$ cat config.mk
export PLATFORM = sky130hd
export DESIGN_NAME = soc_uart_rx
export DESIGN_NICKNAME = d
export VERILOG_FILES = /design/src/rtl/soc_uart_rx.sv
export SDC_FILE = /design/constraint.sdc
export NUM_CORES = 1
export LEC_CHECK = 0
export CORE_UTILIZATION = 40
export DETAILED_ROUTE_END_ITERATION = 10
export PLACE_DENSITY = 0.66
export SYNTH_ARGS = -nofsm -noshare
export SYNTH_HDL_FRONTEND = slang
export SYNTH_SLANG_ARGS = --single-unit
$ cat constraint.sdc
create_clock -name clk -period 4.25 [get_ports clk]
set_input_delay 0.85 -clock clk [delete_from_list [all_inputs] [get_ports clk]]
set_output_delay 0.85 -clock clk [all_outputs]
set_load 0.03 [all_outputs]
$ cat src/rtl/soc_uart_rx.sv
// -----------------------------------------------------------------------------
// soc_uart_rx
// UART receive stage with 16x oversampling. It deserializes 8N1 frames from the
// asynchronous `sin` line (8E1 when SOC_UART_RX_PARITY_EN is defined). Received
// bytes are held in a one-entry valid/ready buffer for the register block.
// Framing, overrun and (optionally) parity errors are reported as sticky flags.
//
// Configuration macro:
//   SOC_UART_RX_PARITY_EN  - adds the PARITY state (even parity, 8E1 frames).
//                            When undefined, parity_err is tied to 0.
//
// Parameters:
//   SYNC_STAGES  number of sin synchronizer flops (minimum 2)
//   DIV_WIDTH    width of clk_divider
//
// Ports:
//   clk          system clock
//   rst_n        asynchronous active-low reset
//   sin          serial receive line, idle high, asynchronous to clk
//   rx_en        receiver enable; 0 forces the FSM back to IDLE
//   clk_divider  oversample tick period minus 1, in clk cycles
//   rx_data      received byte (stable while rx_valid=1)
//   rx_valid     rx_data holds an unread byte
//   rx_ready     consumer accepts the byte when rx_valid && rx_ready
//   frame_err    sticky: stop bit sampled low
//   overrun_err  sticky: a byte completed while rx_valid was still set
//   parity_err   sticky: parity mismatch (0 without the parity feature)
//   err_clear    single-cycle pulse that clears all sticky flags
//   busy         FSM is not in IDLE
// -----------------------------------------------------------------------------
module soc_uart_rx #(
  parameter int SYNC_STAGES = 2,
  parameter int DIV_WIDTH   = 16
) (
  input  logic                 clk,
  input  logic                 rst_n,
  input  logic                 sin,
  input  logic                 rx_en,
  input  logic [DIV_WIDTH-1:0] clk_divider,
  output logic [7:0]           rx_data,
  output logic                 rx_valid,
  input  logic                 rx_ready,
  output logic                 frame_err,
  output logic                 overrun_err,
  output logic                 parity_err,
  input  logic                 err_clear,
  output logic                 busy
);

`ifdef SOC_UART_RX_PARITY_EN
  typedef enum logic [2:0] {
    S_IDLE, S_START, S_DATA, S_PARITY, S_STOP
  } state_t;
`else
  typedef enum logic [2:0] {
    S_IDLE, S_START, S_DATA, S_STOP
  } state_t;
`endif

  state_t                 r_state;
  state_t                 w_state_nxt;

  logic [SYNC_STAGES-1:0] r_sync;
  logic                   w_sin_s;
  logic                   r_sin_prev;

  logic [DIV_WIDTH-1:0]   r_div_cnt;
  logic [DIV_WIDTH-1:0]   r_div_lat;
  logic [3:0]             r_tick_cnt;
  logic                   w_tick;
  logic                   w_sample;

  logic [7:0]             r_shift;
  logic [2:0]             r_bit_idx;

  logic [7:0]             r_rx_data;
  logic                   r_rx_valid;
  logic                   r_frame_err;
  logic                   r_overrun_err;

  logic                   w_start;
  logic                   w_shift_en;
  logic                   w_deliver;
  logic                   w_frame_set;
  logic                   w_par_set;

  // ---------------------------------------------------------------------------
  // Synchronizer and edge-detect history
  // ---------------------------------------------------------------------------
  // NOTE: the synchronizer resets to 1 so the idle line does not look like a
  // falling edge (false start bit) when reset is released.
  always_ff @(posedge clk or negedge rst_n) begin
    if (!rst_n) begin
      r_sync     <= '1;
      r_sin_prev <= 1'b1;
    end else begin
      // NOTE: sequential state always uses non-blocking assignments so every
      // flop samples the pre-edge values regardless of statement order.
      r_sync     <= {r_sync[SYNC_STAGES-2:0], sin};
      r_sin_prev <= w_sin_s;
    end
  end

  assign w_sin_s = r_sync[SYNC_STAGES-1];

  // ---------------------------------------------------------------------------
  // Oversample tick generator and per-bit tick counter.
  // The divider is captured at each wrap (and at start), so a mid-frame change
  // to clk_divider only applies from the next wrap.
  // ---------------------------------------------------------------------------
  assign w_tick   = (r_div_cnt == r_div_lat);
  assign w_sample = w_tick && (r_tick_cnt == 4'd7);

  always_ff @(posedge clk or negedge rst_n) begin
    if (!rst_n) begin
      r_div_cnt  <= '0;
      r_div_lat  <= '0;
      r_tick_cnt <= '0;
    end else if (w_start) begin
      // Align sampling to the detected start edge.
      r_div_cnt  <= '0;
      r_div_lat  <= clk_divider;
      r_tick_cnt <= '0;
    end else if (w_tick) begin
      r_div_cnt  <= '0;
      r_div_lat  <= clk_divider;
      r_tick_cnt <= r_tick_cnt + 4'd1;
    end else begin
      r_div_cnt  <= r_div_cnt + 1'b1;
    end
  end

  // ---------------------------------------------------------------------------
  // FSM
  // ---------------------------------------------------------------------------
  always_ff @(posedge clk or negedge rst_n) begin
    if (!rst_n) r_state <= S_IDLE;
    else        r_state <= w_state_nxt;
  end

  always_comb begin
    // NOTE: every signal gets a default before the case so no path leaves it
    // unassigned, which would otherwise infer a latch.
    w_state_nxt = r_state;
    w_start     = 1'b0;
    w_shift_en  = 1'b0;
    w_deliver   = 1'b0;
    w_frame_set = 1'b0;
    w_par_set   = 1'b0;

    case (r_state)
      S_IDLE: begin
        if (rx_en && r_sin_prev && !w_sin_s) begin
          w_state_nxt = S_START;
          w_start     = 1'b1;
        end
      end
      S_START: begin
        // Line back high at mid start bit: treat as a glitch, no error.
        if (w_sample) w_state_nxt = w_sin_s ? S_IDLE : S_DATA;
      end
      S_DATA: begin
        if (w_sample) begin
          w_shift_en = 1'b1;
          if (r_bit_idx == 3'd7) begin
`ifdef SOC_UART_RX_PARITY_EN
            w_state_nxt = S_PARITY;
`else
            w_state_nxt = S_STOP;
`endif
          end
        end
      end
`ifdef SOC_UART_RX_PARITY_EN
      S_PARITY: begin
        if (w_sample) begin
          // Even parity: data bits plus parity bit must XOR to 0.
          w_par_set   = ^{r_shift, w_sin_s};
          w_state_nxt = S_STOP;
        end
      end
`endif
      S_STOP: begin
        // Return to IDLE at mid stop bit so back-to-back frames are not missed.
        if (w_sample) begin
          w_deliver   = w_sin_s;
          w_frame_set = !w_sin_s;
          w_state_nxt = S_IDLE;
        end
      end
      default: w_state_nxt = S_IDLE;
    endcase

    // Disable aborts any frame in progress without side effects.
    if (!rx_en) begin
      w_state_nxt = S_IDLE;
      w_start     = 1'b0;
      w_shift_en  = 1'b0;
      w_deliver   = 1'b0;
      w_frame_set = 1'b0;
      w_par_set   = 1'b0;
    end
  end

  // ---------------------------------------------------------------------------
  // Deserializer (LSB first: each new bit enters at the MSB and shifts down)
  // ---------------------------------------------------------------------------
  always_ff @(posedge clk or negedge rst_n) begin
    if (!rst_n) begin
      r_shift   <= '0;
      r_bit_idx <= '0;
    end else if (w_shift_en) begin
      r_shift   <= {w_sin_s, r_shift[7:1]};
      r_bit_idx <= r_bit_idx + 3'd1;
    end else if (r_state == S_IDLE) begin
      r_bit_idx <= '0;
    end
  end

  // ---------------------------------------------------------------------------
  // One-entry output buffer and sticky error flags (set wins over clear)
  // ---------------------------------------------------------------------------
  always_ff @(posedge clk or negedge rst_n) begin
    if (!rst_n) begin
      r_rx_data     <= '0;
      r_rx_valid    <= 1'b0;
      r_overrun_err <= 1'b0;
      r_frame_err   <= 1'b0;
    end else begin
      if (w_deliver && (!r_rx_valid || rx_ready)) begin
        r_rx_data  <= r_shift;
        r_rx_valid <= 1'b1;
      end else if (r_rx_valid && rx_ready) begin
        r_rx_valid <= 1'b0;
      end

      if (w_deliver && r_rx_valid && !rx_ready) r_overrun_err <= 1'b1;
      else if (err_clear)                       r_overrun_err <= 1'b0;

      if (w_frame_set)    r_frame_err <= 1'b1;
      else if (err_clear) r_frame_err <= 1'b0;
    end
  end

`ifdef SOC_UART_RX_PARITY_EN
  logic r_parity_err;

  always_ff @(posedge clk or negedge rst_n) begin
    if (!rst_n)         r_parity_err <= 1'b0;
    else if (w_par_set) r_parity_err <= 1'b1;
    else if (err_clear) r_parity_err <= 1'b0;
  end

  assign parity_err = r_parity_err;
`else
  assign parity_err = 1'b0;
`endif

  assign rx_data     = r_rx_data;
  assign rx_valid    = r_rx_valid;
  assign frame_err   = r_frame_err;
  assign overrun_err = r_overrun_err;
  assign busy        = (r_state != S_IDLE);

endmodule

-- Word-level counts from Yosys, hierarchy flattened
Index checks and enable logic that the tools add are counted.
- equal/unequal tests: 11
- reductions and logical operators: 19
- add/sub/neg operators: 3
- mux-type cells: 33
- operators with widths (cell ; number):
    16-bit two-way mux ; 4
    3-bit two-way mux ; 8
    1-bit two-way mux ; 17
    16-bit by 1-bit adder with 16-bit output (second input constant) ; 1
    16-bit == test ; 1
    3-bit inequality test (second input constant) ; 5
    3-bit one-hot mux with 4 select lines ; 1
    2-bit nonzero test ; 5
    4-bit two-way mux ; 2
    1-bit logical AND ; 7
    3-bit by 2-bit == test with 1-bit output (second input constant) ; 2
    5-bit AND reduction ; 1
    4-bit by 1-bit adder with 4-bit output (second input constant) ; 1
    4-bit by 3-bit == test with 1-bit output (second input constant) ; 1
    3-bit by 1-bit adder with 3-bit output (second input constant) ; 1
    3-bit by 1-bit == test with 1-bit output (second input constant) ; 1
    3-bit == test (second input constant) ; 1
    1-bit zero test ; 3
    3-bit zero test ; 1
    3-bit nonzero test ; 1
    2-bit two-way mux ; 1
    1-bit logical OR ; 1
- input bits: 22
- output and inout bits: 13
- bits in registers: 64
- logic and storage cells: 78

-- Longest topological paths before layout
Gate-level depths: netlist (run 1).
- word-level depth: 8
- mapped depth: 8
- mapped depth without buffers: 6

-- Least setup slack after synthesis (run 1)
No wires, ideal clock.
- path type: input -> register
- start: input port rx_en
- end: register r_div_lat[13]
- required time: 4125 ps
- path buffers: 2
- library setup time: 125 ps
- stages on the path: 6
- arrival time: 1847 ps
- setup slack: 2278 ps
- path through: nand2_1 > nor3_4 > or2_1 > buf_4 > buf_4 > mux2_2
- longest elaborated chain between the ends: 6
- elaborated cells on any way between the ends: 7
- classes of those cells: mux: 4; reduce/logical: 3
- ends and longest elaborated chain (item ; RTL line ; text):
    start, declared ; 38 ; input logic rx_en,
    1-bit logical AND (2 in a row) ; 153 ; if (rx_en && r_sin_prev && !w_sin_s) begin
    1-bit two-way mux ; 153 ;
    1-bit two-way mux ; 151 ; case (r_state)
    1-bit two-way mux * ; 195 ; if (!rx_en) begin
    16-bit two-way mux or 2-bit nonzero test (tied branches) ; - ;
    end signal, assigned ; 122 ; r_div_lat <= clk_divider;
    end signal, assigned ; 126 ; r_div_lat <= clk_divider;
    end, declared ; 68 ; logic [DIV_WIDTH-1:0] r_div_lat;
Every way passes the cells marked *; elsewhere a longest branch is shown, timed or not.
A chain may end at the register's enable or synchronous reset.

-- Worst setup path in the final report (run 1)
- start: register r_state[0]
- end: output port busy
- longest elaborated chain between the ends: 1
- ends and longest elaborated chain (item ; RTL line ; text):
    start, declared ; 60 ; state_t r_state;
    start signal, assigned ; 138 ; else r_state <= w_state_nxt;
    3-bit nonzero test ; 263 ; assign busy = (r_state != S_IDLE);
    end, declared ; 47 ; output logic busy
Every way passes these cells.

==> results of run 1 <==
## final timing paths
check / from / end
max in group asynchronous: rst_n / r_sin_prev$_DFF_PN1_
worst min-delay path: r_sync[0]$_DFF_PN1_ / r_sync[1]$_DFF_PN1_
worst min register to register: r_sync[0]$_DFF_PN1_ / r_sync[1]$_DFF_PN1_
worst max register to register: r_div_cnt[0]$_DFF_PN0_ / r_div_lat[3]$_DFFE_PN0P_
worst max-delay path: r_state[0]$_DFFE_PN0P_ / busy
min in group asynchronous: rst_n / frame_err$_DFFE_PN0P_
## cell usage in the layout (no fill, tap or decap), drive strengths merged, types with 2 or more instances in the layout
master,netlist,layout
dfrtp,60,60
clkdlybuf4s50,0,32
ha,4,4
clkinv,0,4
inv,7,7
nand4,6,6
nor3,4,4
nor2,23,23
o22ai,2,2
xor2,6,6
buf,8,4
mux2i,4,4
nand2,13,13
and3,6,6
mux2,33,33
xnor2,25,25
clkinvlp,0,3
nor3b,2,2
or2,2,2
dfstp,3,3
nand3,7,7
clkbuf,0,9
nand2b,3,3
nor4,2,2
## through the flow
step	util, %	worst slack [ns]	cell area (µm²)	cells
floorplan	-	2.28	2870	230
global placement	47.7	1.56	3280	354
detailed placement	47.7	1.50	3280	354
CTS	50.2	1.64	3450	370
global route	50.2	1.54	3450	370
finish	50.2	1.66	3450	370
## layer usage
metal,GRT usage (%),up-vias,share of wire [%]
met2,23.4,31,48
met1,18.5,851,46
met5,0,-,0
met3,5.90,11,4.1
li1,-,859,-
met4,6.82,0,1.7
## logic make-up (layout without fill, tap and decap cells)
| family | after synthesis | after routing | share of synthesized area [%] |
|---|---|---|---|
| buf+inv | 15 | 59 | 3.18 |
| xor+xnor | 31 | 31 | 9.45 |
| flops | 63 | 63 | 55.0 |
| fa+ha+maj | 4 | 4 | 1.74 |
| other cells | 1 | 1 | 0.131 |
| mux | 37 | 37 | 15.2 |
| simple gates | 72 | 72 | 13.6 |
| compound gates | 7 | 7 | 1.65 |
## power by group
group | leakage [nW] | internal [mW] | switching [mW] | total, mW
clock network | 0.0812 | 0.210 | 0.240 | 0.450
logic | 0.649 | 0.101 | 0.0682 | 0.169
registers | 0.825 | 0.657 | 0.0581 | 0.715
total | 1.55 | 0.968 | 0.366 | 1.33
## state kept, by name, indices dropped and copies added, names as in the netlist
name         flops
r_tick_cnt       4
r_shift          8
overrun_err      1
r_bit_idx        3
r_sync           2
rx_valid         1
rx_data          8
r_div_lat       16
frame_err        1
r_div_cnt       16
r_state          2
r_sin_prev       1
## area by class of cell
class                      count  area share (%)
clock buffer                   9            3.59
clock inverter                 7            1.45
tap                           96            3.48
multi-input combinational    152            34.8
inverter                       7           0.762
timing repair buffer          36            10.1
sequential                    63            45.8
## critical path: stages, from the launching register on
cell and delay [ns]:
dfrtp_1 0.42, or2_1 0.26, clkdlybuf4s50_1 0.72
==> results.py, run 1 <==
metrics = {
    "job": {
        "max-cap-violations": 0,
    },
    "placement": {
        "io_buffers": 33,
        "dpl.hpwl_mm": 3.27,
        "gp_congestion": 0.717,
    },
    "setup_path": {
        "path_max_fanout": 6,
        "critical_path_arrival_ns": 1.74,
        "endpoint_kind": "output pin",
        "reg2reg_setup_slack_ns": 2.00,
        "required_ns": 3.40,
        "start_kind": "register",
        "r2r_cells": 7,
        "path_class": "register to output pin",
    },
    "power_and_ir_drop": {
        "static-leakage-power_nw": 1.55,
        "power_mw": 1.33,
        "p_per_area_nw_per_um2": 387,
        "vdd_drop_max_mv": 0.198,
    },
    "drt": {
        "wl_mm": 4.76,
        "first_pass_iters": 2,
        "num_vias": 1752,
        "ant_nets": 0,
        "wire_per_inst_um": 12.9,
        "drtIter0Drc": 88,
        "drc": 0,
        "vias_per_cell": 4.74,
    },
    "synthesis": {
        "synth_fp_nets": 256,
        "yosysTopAreaCell": "dfrtp_1",
        "avgSynthCellArea_um2": 12.5,
        "synth_most_common_cell": "dfrtp_1",
        "synth.top_cell.area_share_pct": 52.3,
        "synth-seq-cells": 63,
        "synth_top_cells_by_count": "dfrtp_1 (60), mux2_2 (25), xnor2_1 (25), nor2_1 (23), nand2_1 (13)",
        "synth_cell_types": 37,
        "synth_edf_count": 0,
        "synthFlopType": "dfrtp_1",
        "netlist_instances": 230,
        "yosysWarnings": 0,
        "ys_seq_area_share_pct": 55.0,
        "netlist_area_um2": 2870,
        "synth.area.top_cells": "dfrtp_1 (52%), mux2_2 (9.8%), xnor2_1 (7.6%)",
        "async_reset_ff_share_pct": 100,
    },
    "clock_tree": {
        "cts.hold.buffers_added": 0,
        "cts_buffer_depth": 2,
        "cts_tree": "done",
        "clk_pin_slew_worst_paths_ns": 0.07,
        "cts_buffers": 9,
        "cts_setup_buffers": 0,
        "cts-resized-gates": 0,
        "htreeDepth": 3,
        "root_buffer": "clkbuf_8",
        "clk_latency_ns": 0.35,
        "cts.sinks": 63,
    },
    "sta": {
        "fin_crit_ns": 2.59,
        "final_hold_viol_count": 0,
        "report.final.slew_viol_count": 0,
        "setup_viol": 0,
        "relSlewSlack_pct": 55.2,
        "tightest_slew_ns": 0.672,
        "final.period_utilization_pct": 61.0,
        "fmax_mhz": 386,
        "rsz0062_at_grt": "no",
        "hold_ws_ns": 0.357,
        "fin_skew_ns": 0.0101,
        "tns_ns": 0,
    },
    "floorplan": {
        "start_util_pct": 41.8,
        "die_x_um": 86.7,
        "io-pin-count": 35,
        "die_y_um": 86.7,
        "core_um2": 6870,
        "dieArea_um2": 7520,
        "rows": 30,
    },
    "cells_and_area": {
        "diodes": 0,
        "multi_input_area_um2": 1200,
        "drive_above_1_share_pct": 21.9,
        "nFillCells": 648,
        "syn2layout_area_growth_pct": 20.1,
        "seqCellArea_um2": 1580,
        "nNetsFinal": 295,
    },
    "grt": {
        "grt-ovfl-total": 0,
        "grtUsageTotal_pct": 15.0,
        "grt_pass1_wl_mm": 8.28,
        "antenna_found_initial": 0,
        "grt_max_degree": 36,
        "grt_pass1_vias": 1736,
    },
    "hold_path": {
        "hold_path.class": "register to register",
        "hold_depth": 0,
    },
    "outcome": {
        "status": "finished clean",
    },
}
(Power assumes the default switching activity.)
==> run 2, diff against run 1 <==
PLACE_DENSITY = 0.68   (was 0.66)
clock period = 2.35 ns   (was 4.25 ns; I/O delays follow)
==> results.py, run 2 (synthesized netlist as in run 1, its figures left out) <==
metrics = {
    "outcome": {
        "status": "finished clean",
    },
    "placement": {
        "place_area_um2": 3310,
        "dpl.hpwl_mm": 3.28,
        "dp_slack_ns": 0.249,
        "gp_congestion": 0.755,
        "io_buffers": 33,
        "dp_cells": 355,
    },
    "floorplan": {
        "die_x_um": 86.7,
        "io-pin-count": 35,
        "start_util_pct": 41.8,
        "rows": 30,
        "die_y_um": 86.7,
        "core_um2": 6870,
        "dieArea_um2": 7520,
    },
    "cells_and_area": {
        "nNetsFinal": 296,
        "top_regs": "r_div_cnt x16, r_div_lat x16",
        "diodes": 0,
        "fin_util_pct": 51.4,
        "mostFrequentLayoutCell": "dfrtp_1",
        "final_cells": 371,
        "stdcell_area_um2": 3530,
        "final_cell_mix": "dfrtp_1 (60), clkdlybuf4s50_1 (32), xnor2_1 (25), mux2_2 (25), nor2_1 (23)",
        "drive_above_1_share_pct": 22.2,
        "syn2layout_area_growth_pct": 22.9,
    },
    "clock_tree": {
        "htreeDepth": 3,
        "cts_setup_buffers": 0,
        "cts_tree": "done",
        "clk_pin_slew_worst_paths_ns": 0.07,
        "clk_latency_ns": 0.33,
        "cts-resized-gates": 0,
        "cts_buffers": 9,
        "cts_buffer_depth": 2,
        "root_buffer": "clkbuf_8",
        "cts.sinks": 63,
        "cts.hold.buffers_added": 0,
    },
    "setup_path": {
        "cp.depth": 2,
        "path_class": "register to output pin",
        "r2r_cells": 6,
        "crit_family": "buffers and inverters",
        "critical_path_arrival_ns": 1.75,
        "crit_buf_inv": 1,
        "endpoint_kind": "output pin",
        "cp-endpoint": "busy",
        "r2r-start": "r_div_cnt[4]$_DFF_PN0_",
        "critical-path-max-stage-delay_ns": 0.73,
        "required_ns": 1.88,
        "rr_endpoint": "r_shift[4]$_DFFE_PN0P_",
        "timing.critical_path.from": "r_state[0]$_DFFE_PN0P_",
        "cp_slowest_cell": "clkdlybuf4s50_1",
        "start_kind": "register",
        "path_max_fanout": 6,
        "reg2reg_setup_slack_ns": 0.33,
        "path_cells": "or2_1 -> clkdlybuf4s50_1",
    },
    "grt": {
        "grt_max_degree": 43,
        "use_met2_pct": 24.9,
        "grt_pass1_vias": 1858,
        "use_met3_pct": 5.14,
        "grt_pass1_wl_mm": 8.60,
        "antenna_found_initial": 0,
        "busiest_layer": "met2",
        "grtUsageTotal_pct": 15.1,
        "grt-ovfl-total": 0,
        "use_met1_pct": 18.3,
    },
    "power_and_ir_drop": {
        "vdd_drop_max_mv": 0.483,
        "static-leakage-power_nw": 1.59,
        "power_mw": 2.63,
        "p_per_area_nw_per_um2": 744,
    },
    "job": {
        "max-cap-violations": 0,
    },
    "hold_path": {
        "hold_path.class": "input port to async pin",
    },
    "drt": {
        "first_pass_iters": 4,
        "drtIter0Drc": 44,
        "drc": 0,
        "num_vias": 1746,
        "wl_mm": 4.71,
        "vias_per_cell": 4.71,
        "ant_nets": 0,
        "wire_per_inst_um": 12.7,
    },
    "sta": {
        "tns_ns": 0,
        "rsz0062_at_grt": "no",
        "final_hold_viol_count": 0,
        "report.final.slew_viol_count": 0,
        "fin_skew_ns": 0.00924,
        "fmax_mhz": 451,
        "final.period_utilization_pct": 94.3,
        "layout_setup_ws_ns": 0.135,
        "fin_crit_ns": 2.22,
        "relSlewSlack_pct": 65.1,
        "hold_ws_ns": 0.106,
        "setup_viol": 0,
        "tightest_slew_ns": 0.523,
    },
}
==> run 2: worst min path at each step <==
stage | start | to | slack, ns | cells past startpoint
floorplan | rst_n | frame_err$_DFFE_PN0P_ | 0.17 | 0
global placement | r_sync[0]$_DFF_PN1_ | r_sync[1]$_DFF_PN1_ | 0.35 | 0
detailed placement | r_sync[0]$_DFF_PN1_ | r_sync[1]$_DFF_PN1_ | 0.35 | 0
CTS | rst_n | overrun_err$_DFFE_PN0P_ | 0.1 | 1
global route | rst_n | r_tick_cnt[3]$_DFFE_PN0P_ | 0.13 | 1
finish | rst_n | overrun_err$_DFFE_PN0P_ | 0.11 | 1
==> run 2: power breakdown <==
group | leakage (nW) | total, mW | switching [mW] | internal, mW
Sequential | 0.825 | 1.29 | 0.101 | 1.19
Clock | 0.105 | 1.02 | 0.425 | 0.598
Combinational | 0.662 | 0.317 | 0.129 | 0.188
==> run 2: layout make-up <==
| class | instances | area [µm²] |
|---|---|---|
| Fill cell | 624 | 3340 |
| Sequential cell | 63 | 1580 |
| Multi-Input combinational cell | 152 | 1200 |
| Timing Repair Buffer | 37 | 380 |
| Clock buffer | 9 | 124 |
| Tap cell | 96 | 120 |
| Clock inverter | 7 | 97.6 |
| Inverter | 7 | 26.3 |
==> run 2: routing by layer <==
metal | wire length (µm) | share of wire (%)
met1 | 2240 | 48
met2 | 2280 | 48
met3 | 166 | 3.5
met4 | 22 | 0.47
met5 | 0 | 0
